<file path="config.mk">
export PLATFORM = sky130hd
export DESIGN_NAME = router_pkt_fifo
export DESIGN_NICKNAME = d
export VERILOG_FILES = /design/src/rtl/router_pkt_fifo.sv
export SDC_FILE = /design/constraint.sdc
export NUM_CORES = 1
export LEC_CHECK = 0
export BUFFER_PORTS_ARGS = -buffer_cell sky130_fd_sc_hd__buf_2
export CAP_MARGIN = 30
export CORE_MARGIN = 2
export CORE_UTILIZATION = 44
export DETAILED_ROUTE_END_ITERATION = 7
export PLACE_DENSITY_LB_ADDON = 0.3
export SLEW_MARGIN = 20
export SYNTH_ARGS = -nofsm -noshare
export SYNTH_HDL_FRONTEND = slang
export SYNTH_SLANG_ARGS = --single-unit
</file>
<file path="constraint.sdc">
create_clock -name clock -period 7.2 [get_ports clock]
set_clock_uncertainty 0.05 [all_clocks]
set_input_delay 0.72 -clock clock [delete_from_list [all_inputs] [get_ports clock]]
set_output_delay 0.72 -clock clock [all_outputs]
set_load 0.01 [all_outputs]
</file>
<file path="src/rtl/router_pkt_fifo.sv">
// router_pkt_fifo: packet-aware FIFO with header tagging, fill flags and packet length tracking
//   clock, resetn (sync active-low), soft_reset (sync flush, keeps lfd_d)
//   write_enb/data_in/lfd_state: write side; the header tag is lfd_state delayed one cycle
//   read_enb/data_out: registered read data, held when no read is accepted
//   empty/full/almost_full/fill_count: combinational status from the pointers
//   pkt_remaining/pkt_done: words left in the current packet, pulse on its last word
//   wr_err: pulse after a write attempted while full
module router_pkt_fifo #(
  parameter int WIDTH = 8,
  parameter int DEPTH = 16,
  parameter int AF_THRESH = DEPTH - 2,
  localparam int AW = $clog2(DEPTH)
) (
  input  logic             clock,
  input  logic             resetn,
  input  logic             soft_reset,
  input  logic             write_enb,
  input  logic             read_enb,
  input  logic             lfd_state,
  input  logic [WIDTH-1:0] data_in,
  output logic [WIDTH-1:0] data_out,
  output logic             empty,
  output logic             full,
  output logic             almost_full,
  output logic [AW:0]      fill_count,
  output logic [WIDTH-2:0] pkt_remaining,
  output logic             pkt_done,
  output logic             wr_err
);
  localparam logic [AW:0] ptr_one = {{AW{1'b0}}, 1'b1};
  localparam logic [AW:0] af_lvl = AF_THRESH[AW:0];
  localparam logic [WIDTH-2:0] rem_one = {{(WIDTH-2){1'b0}}, 1'b1};
  logic [WIDTH:0]   mem [DEPTH];
  logic [AW:0]      wptr, rptr;
  logic             lfd_d, wr_ok, rd_ok;
  logic [WIDTH:0]   rd_word;
  logic [WIDTH-2:0] hdr_len;
  always_comb begin
    empty = wptr == rptr;
    full = (wptr[AW] != rptr[AW]) && (wptr[AW-1:0] == rptr[AW-1:0]);
    fill_count = wptr - rptr;
    almost_full = fill_count >= af_lvl;
    wr_ok = write_enb && !full;
    rd_ok = read_enb && !empty;
    rd_word = mem[rptr[AW-1:0]];
    // header length field plus one parity word
    hdr_len = {1'b0, rd_word[WIDTH-1:2]} + rem_one;
  end
  // storage is never cleared; resetting the pointers makes old entries unreachable
  always_ff @(posedge clock)
    if (resetn && !soft_reset && wr_ok) mem[wptr[AW-1:0]] <= {lfd_d, data_in};
  always_ff @(posedge clock)
    lfd_d <= resetn ? lfd_state : 1'b0;
  always_ff @(posedge clock) begin
    if (!resetn || soft_reset) begin
      wptr <= '0;
      rptr <= '0;
      data_out <= '0;
      pkt_remaining <= '0;
      pkt_done <= 1'b0;
      wr_err <= 1'b0;
    end else begin
      wr_err <= write_enb && full;
      pkt_done <= 1'b0;
      if (wr_ok) wptr <= wptr + ptr_one;
      if (rd_ok) begin
        rptr <= rptr + ptr_one;
        data_out <= rd_word[WIDTH-1:0];
        if (rd_word[WIDTH]) pkt_remaining <= hdr_len;
        else if (pkt_remaining != '0) begin
          pkt_remaining <= pkt_remaining - rem_one;
          pkt_done <= pkt_remaining == rem_one;
        end
      end
    end
  end
endmodule
</file>
==> out/qor.txt, run 1 <==
Width of the die: 131 um
First-pass DRT Iterations: 5
Syn_nets: 462
Slew Limit Fails: 0
Cts repair resizes: 0
Final hold vios: 0
PwrDens: 252 nW/um^2
WP data arrival: 3.41 ns
CP startpoint kind: register
Gr usage total: 18.3%
Final Cycle Share: 43.6%
Syn avg cell area: 16.5 sq um
Core area: 15900 sq um
CTS Sinks: 176
Max-slew headroom: 34.4%
Initial antenna violation count: 0
Commonest non-fill, non-tap cell in the layout: edfxtp_1
CTS buffer count: 17
Static leakage: 2.75 nW
Synthesized area: 7140 sq um
Share of cells above drive strength 1: 25.2%
Root buffer cell: clkbuf_16
Maximum vdd drop: 0.231 mV
CTS clk-pin slew, worst paths: 0.06 ns
Post-detail-place hpwl: 9950 um
Post-synthesis cell type count: 46
Power, Total: 2.07 mW
Pint: 1.64 mW
Vias in the first global route: 3902
Largest net degree at the start of global routing: 34
Min Tclk post-route: 3.14 ns
Seq pwr share: 53.5%
Clock power share: 43.3%
Comb power frac: 3.2%
# Post-CTS Setup Buffers: 0
Final core occ: 51.8%
FF+latch count, synth: 176
Most frequent cells in the layout: 144 x edfxtp_1, 40 x buf_2, 39 x mux4_2, 35 x nand2_1, 32 x nor2_1
Avg WL per Cell: 20.9 um
Ports: 39
Share of the synthesized area in the top cell type: 60.6%
DR vias/cell: 5.53
YS warnings: 0
Least-Margin Pin Slew: 0.976 ns
Initial Util: 44.9%
Area leader, netlist: edfxtp_1
Vias: 3981
Die area: 17300 sq um
Seq/Total Area, Yosys: 69.5%
Critical Path Fanout Max: 20
WP data required: 7.47 ns
Number of I/O port buffers: 38
Final Non-Filler Cells: 720
H-tree depth: 4
First-pass GRT wire length: 23300 um
1st-iter DRT viols: 307
Predominant post-synthesis flop cell: edfxtp_1
Sw Ratio: 20.8%
Cells after DPL: 681
DRT antenna net count: 0
Residual DRC: 0
Final #Nets: 519
Sw power: 0.431 mW
Max clock buf depth: 2
Rows: 46
Outcome: finished, final reports clean
DRT Wirelength: 15000 um
Number of synthesized flops with an enable pin: 144
CTS tree: built
Cts hold-fix bufs: 0
Post-Synthesis Cells: 434
Top cells by area, synth: edfxtp_1 61%, mux4_2 12%, dfxtp_1 9.0%
# Max-Cap Violations: 0
Number of setup violations in the final report: 0
Die Ht: 131 um
Setup TNS: 0 ns
RSZ-0062 raised after global routing: no
Nature of the critical path endpoint: register
Number of diodes: 0
Routability-driven placement congestion ratio: 0.820
Syn-to-layout area delta: 15.2%
Clock insertion delay at the later pin of the skew report: 0.43 ns
Fmax: 0.318 GHz
HP Class: register to register
Remaining global-route overflow: 0
Fraction of registers with async set/reset: 0%
Crit path kind: register to register
==> area by class of cell <==
class | instances | area (sq um)
Tap cell | 216 | 270
Inverter | 14 | 52.6
Sequential cell | 176 | 4970
Clock buffer | 20 | 437
Fill cell | 1310 | 7660
Timing Repair Buffer | 57 | 335
Multi-Input combinational cell | 225 | 2030
Clock inverter | 12 | 135
==> Yosys cell counts, drive strengths merged (8+ instances only) <==
cell type and number:
mux4 39, ha 13, xnor2 8, buf 10, edfxtp 144, a22oi 12
nand2 35, inv 14, dfxtp 32, clkbuf 9, xor2 8, a21oi 20
nor2 32
==> final timing paths <==
check	start	end	slack, ns	cells after the start
hold / removal	data_out[1]$_SDFFE_PP0N_	data_out[1]$_SDFFE_PP0N_	0.40	2
setup / recovery	register	pkt_remaining[2]$_SDFFE_PP0P_	4.06	8
setup reg to reg	register	pkt_remaining[2]$_SDFFE_PP0P_	4.06	8
hold reg to reg	data_out[1]$_SDFFE_PP0N_	data_out[1]$_SDFFE_PP0N_	0.40	2
==> stage by stage <==
| step | hold WS, ns | setup slack (ns) | instance area (sq um) |
|---|---|---|---|
| 2_1_floorplan | 0.430 | 4.72 | 7140 |
| 3_3_place_gp | 0.392 | 3.89 | 7560 |
| 3_5_place_dp | 0.395 | 3.93 | 7600 |
| 4_1_cts | 0.404 | 3.99 | 8170 |
| 5_1_grt | 0.417 | 3.69 | 8220 |
| 6_report | 0.402 | 4.06 | 8220 |
==> power groups by stage <==
stage	Combinational (mW)	Clock (mW)	Sequential, mW
floorplan	0.0397	0	1.13
global placement	0.0645	0	1.13
detailed placement	0.0661	0	1.13
CTS	0.0666	0.913	1.11
finish	0.0668	0.896	1.11
global route	0.0739	0.958	1.11
==> worst max-delay path, stage by stage, from the launching register on <==
cell	delay (ns)
dfxtp_2	0.78
buf_4	0.48
mux4_2	0.56
a22oi_1	0.25
nand2_1	0.18
ha_1	0.26
xnor2_1	0.17
a21oi_1	0.08
a32o_1	0.22
==> sequential cells by signal (all words and copies together) (netlist names), named ones only <==
signal / flops
mem: 144
data_out: 8
pkt_remaining: 7
rptr: 5
wptr: 5
lfd_d: 1
pkt_done: 1
wr_err: 1
==> per-layer routing <==
layer  global-route usage, %  part of all wire, %
met1                    24.5                   44
met2                    29.0                   49
met3                    5.90                  5.1
met4                    5.25                  1.0
met5                       0                    0
==> cell families (layout without fill, tap and decap cells) <==
group / count (synthesis) / in the layout / synth area share, %
AOI/OAI and AO/OA: 53 / 53 / 4.94
and+or+nand+nor: 103 / 103 / 6.63
adders and majority gates: 14 / 14 / 2.56
DFF: 176 / 176 / 69.5
buffers and inverters: 33 / 103 / 2.07
muxes: 39 / 39 / 12.3
xor gates and xnor gates: 16 / 16 / 1.96
(Power assumes the default switching activity.)
==> run 2, diff against run 1 <==
==> constraint.sdc (replaced) <==
create_clock -name clock -period 2.74 [get_ports clock]
set_clock_uncertainty 0.05 [all_clocks]
set_input_delay 0.274 -clock clock [delete_from_list [all_inputs] [get_ports clock]]
set_output_delay 0.274 -clock clock [all_outputs]
set_load 0.01 [all_outputs]
==> run 2 against run 1 <==
- global-route usage shrank 0.12 points
- routed wire length grew 0.63%
- critical path depth is the same
- core utilization grew 0.57 points
- critical endpoint is now almost_full
- largest cell class unchanged
==> out/qor.txt, run 2 (synthesized netlist as in run 1, its figures left out) <==
Outcome: finished, final reports clean (unchanged)
Routability-driven placement congestion ratio: 0.798 (was 0.820)
Commonest non-fill, non-tap cell in the layout: edfxtp_1 (unchanged)
CTS clk-pin slew, worst paths: 0.07 ns (was 0.06 ns)
Pint: 4.31 mW (was 1.64 mW)
Residual DRC: 0 (unchanged)
Most frequent cells in the layout: 144 x edfxtp_1, 39 x mux4_2, 38 x buf_2, 35 x nand2_1, 32 x nor2_1 (was 144 x edfxtp_1, 40 x buf_2, 39 x mux4_2, 35 x nand2_1, 32 x nor2_1)
Sw power: 1.08 mW (was 0.431 mW)
HP Class: primary input to register (was register to register)
Number of setup violations in the final report: 0 (unchanged)
PwrDens: 648 nW/um^2 (was 252 nW/um^2)
Initial antenna violation count: 1 (was 0)
Least-Margin Pin Slew: 0.722 ns (was 0.976 ns)
Fmax: 0.379 GHz
CTS Sinks: 176 (unchanged)
Avg WL per Cell: 20.7 um (was 20.9 um)
Seq pwr share: 54.0% (was 53.5%)
Static leakage: 2.80 nW (was 2.75 nW)
Critical Path Fanout Max: 4 (was 20)
WP data arrival: 2.31 ns (was 3.41 ns)
# Max-Cap Violations: 0 (unchanged)
First-pass GRT wire length: 23100 um (was 23300 um)
Width of the die: 131 um (unchanged)
Root buffer cell: clkbuf_16 (unchanged)
Vias in the first global route: 4054 (was 3902)
DRT Wirelength: 15100 um (was 15000 um)
Final hold vios: 0 (unchanged)
Initial Util: 44.9% (unchanged)
Sw Ratio: 20.1% (was 20.8%)
Maximum vdd drop: 0.476 mV (was 0.231 mV)
Core area: 15900 sq um (unchanged)
Nature of the critical path endpoint: primary output (was register)
Crit path kind: register to primary output (was register to register)
Gr usage total: 18.2% (was 18.3%)
Slew Limit Fails: 0 (unchanged)
DRT antenna net count: 0 (unchanged)
Max-slew headroom: 51.4% (was 34.4%)
Vias: 3972 (was 3981)
Design Area, Final: 8310 sq um (was 8220 sq um)
First-pass DRT Iterations: 4 (was 5)
Fillers: 1303 (was 1310)
CTS buffer count: 17 (unchanged)
Comb power frac: 3.3% (was 3.2%)
Clock insertion delay at the later pin of the skew report: 0.42 ns (was 0.43 ns)
Final Non-Filler Cells: 729 (was 720)
Ports: 39 (unchanged)
Largest net degree at the start of global routing: 34 (unchanged)
Final #Nets: 527 (was 519)
Die Ht: 131 um (unchanged)
Cells after DPL: 695 (was 681)
CP startpoint kind: register (unchanged)
Rows: 46 (unchanged)
Post-detail-place hpwl: 9700 um (was 9950 um)
# Post-CTS Setup Buffers: 0 (unchanged)
H-tree depth: 4 (unchanged)
WP data required: 2.42 ns (was 7.47 ns)
Final Cycle Share: 96.2%
Number of I/O port buffers: 38 (unchanged)
Clock power share: 42.7% (was 43.3%)
Die area: 17300 sq um (unchanged)
RSZ-0062 raised after global routing: no (unchanged)
Max clock buf depth: 2 (unchanged)
Max FFs per register: 144 (unchanged)
Remaining global-route overflow: 0 (unchanged)
CTS tree: built (unchanged)
Placement Cell Area: 7730 sq um (was 7600 sq um)
Share of cells above drive strength 1: 26.6% (was 25.2%)
Syn-to-layout area delta: 16.4% (was 15.2%)
DR vias/cell: 5.45 (was 5.53)
1st-iter DRT viols: 334 (was 307)
Min Tclk post-route: 2.64 ns
Setup TNS: 0 ns (unchanged)
[run 2: critical path: stages, from the launching register on]
cell and delay, ns:
dfxtp_1 0.41, ha_1 0.18, inv_1 0.06, fa_1 0.39, a21o_1 0.18, a21oi_1 0.18
xnor2_1 0.11, a31o_2 0.23, buf_2 0.13
[run 2: power groups by stage]
stage	sequential (mW)	combinational (mW)	clock (mW)
after global routing	2.91	0.197	2.46
after detailed placement	2.97	0.177	0
after floorplan	2.97	0.104	0
after global placement	2.97	0.170	0
after CTS	2.91	0.177	2.35
final	2.91	0.178	2.30
[run 2: layout make-up]
class | instances | area, sq um | share of cell area (%)
sequential | 176 | 4970 | 59.8
multi-input combinational | 225 | 2030 | 24.4
clock buffer | 18 | 429 | 5.16
timing repair buffer | 65 | 422 | 5.07
tap | 216 | 270 | 3.25
clock inverter | 14 | 143 | 1.72
inverter | 14 | 52.6 | 0.632
antenna | 1 | 2.50 | 0.0301
[run 2: metrics by stage]
stage / worst slack [ns] / power [mW] / hold slack, ns / util (%)
2_1_floorplan: 0.290 / 3.07 / 0.323 / -
4_1_cts: 0.0357 / 5.44 / 0.00734 / 52.2
5_1_grt: 0.00607 / 5.56 / 0.0195 / 52.3
3_3_place_gp: 0.299 / 3.14 / 0.392 / 48.6
6_report: 0.104 / 5.39 / 0.0218 / 52.3
3_5_place_dp: 0.225 / 3.14 / 0.403 / 48.6
[run 2: timing repair]
item | 4_1_cts | 5_1_grt
resized for setup | 0 | 2
hold buffers | 0 | 0
setup endpoints to repair | 0 | 1
[run 2: final timing paths]
| check | startpoint | endpoint | slack (ns) | cells after the start |
|---|---|---|---|---|
| setup / recovery | rptr[0]$_SDFFE_PP0N_ | almost_full | 0.10 | 8 |
| hold / removal | lfd_state | lfd_d$_SDFF_PN0_ | 0.02 | 2 |
| setup reg to reg | register | pkt_remaining[6]$_SDFFE_PP0P_ | 0.22 | 7 |
| hold reg to reg | data_out[4]$_SDFFE_PP0N_ | data_out[4]$_SDFFE_PP0N_ | 0.41 | 2 |
[run 2: routing by layer]
| layer | global-route usage, % | part of all wire, % |
|---|---|---|
| met5 | 0 | 0 |
| met4 | 6.82 | 1.7 |
| met3 | 4.01 | 5.5 |
| met2 | 29.7 | 50 |
| met1 | 24.1 | 43 |
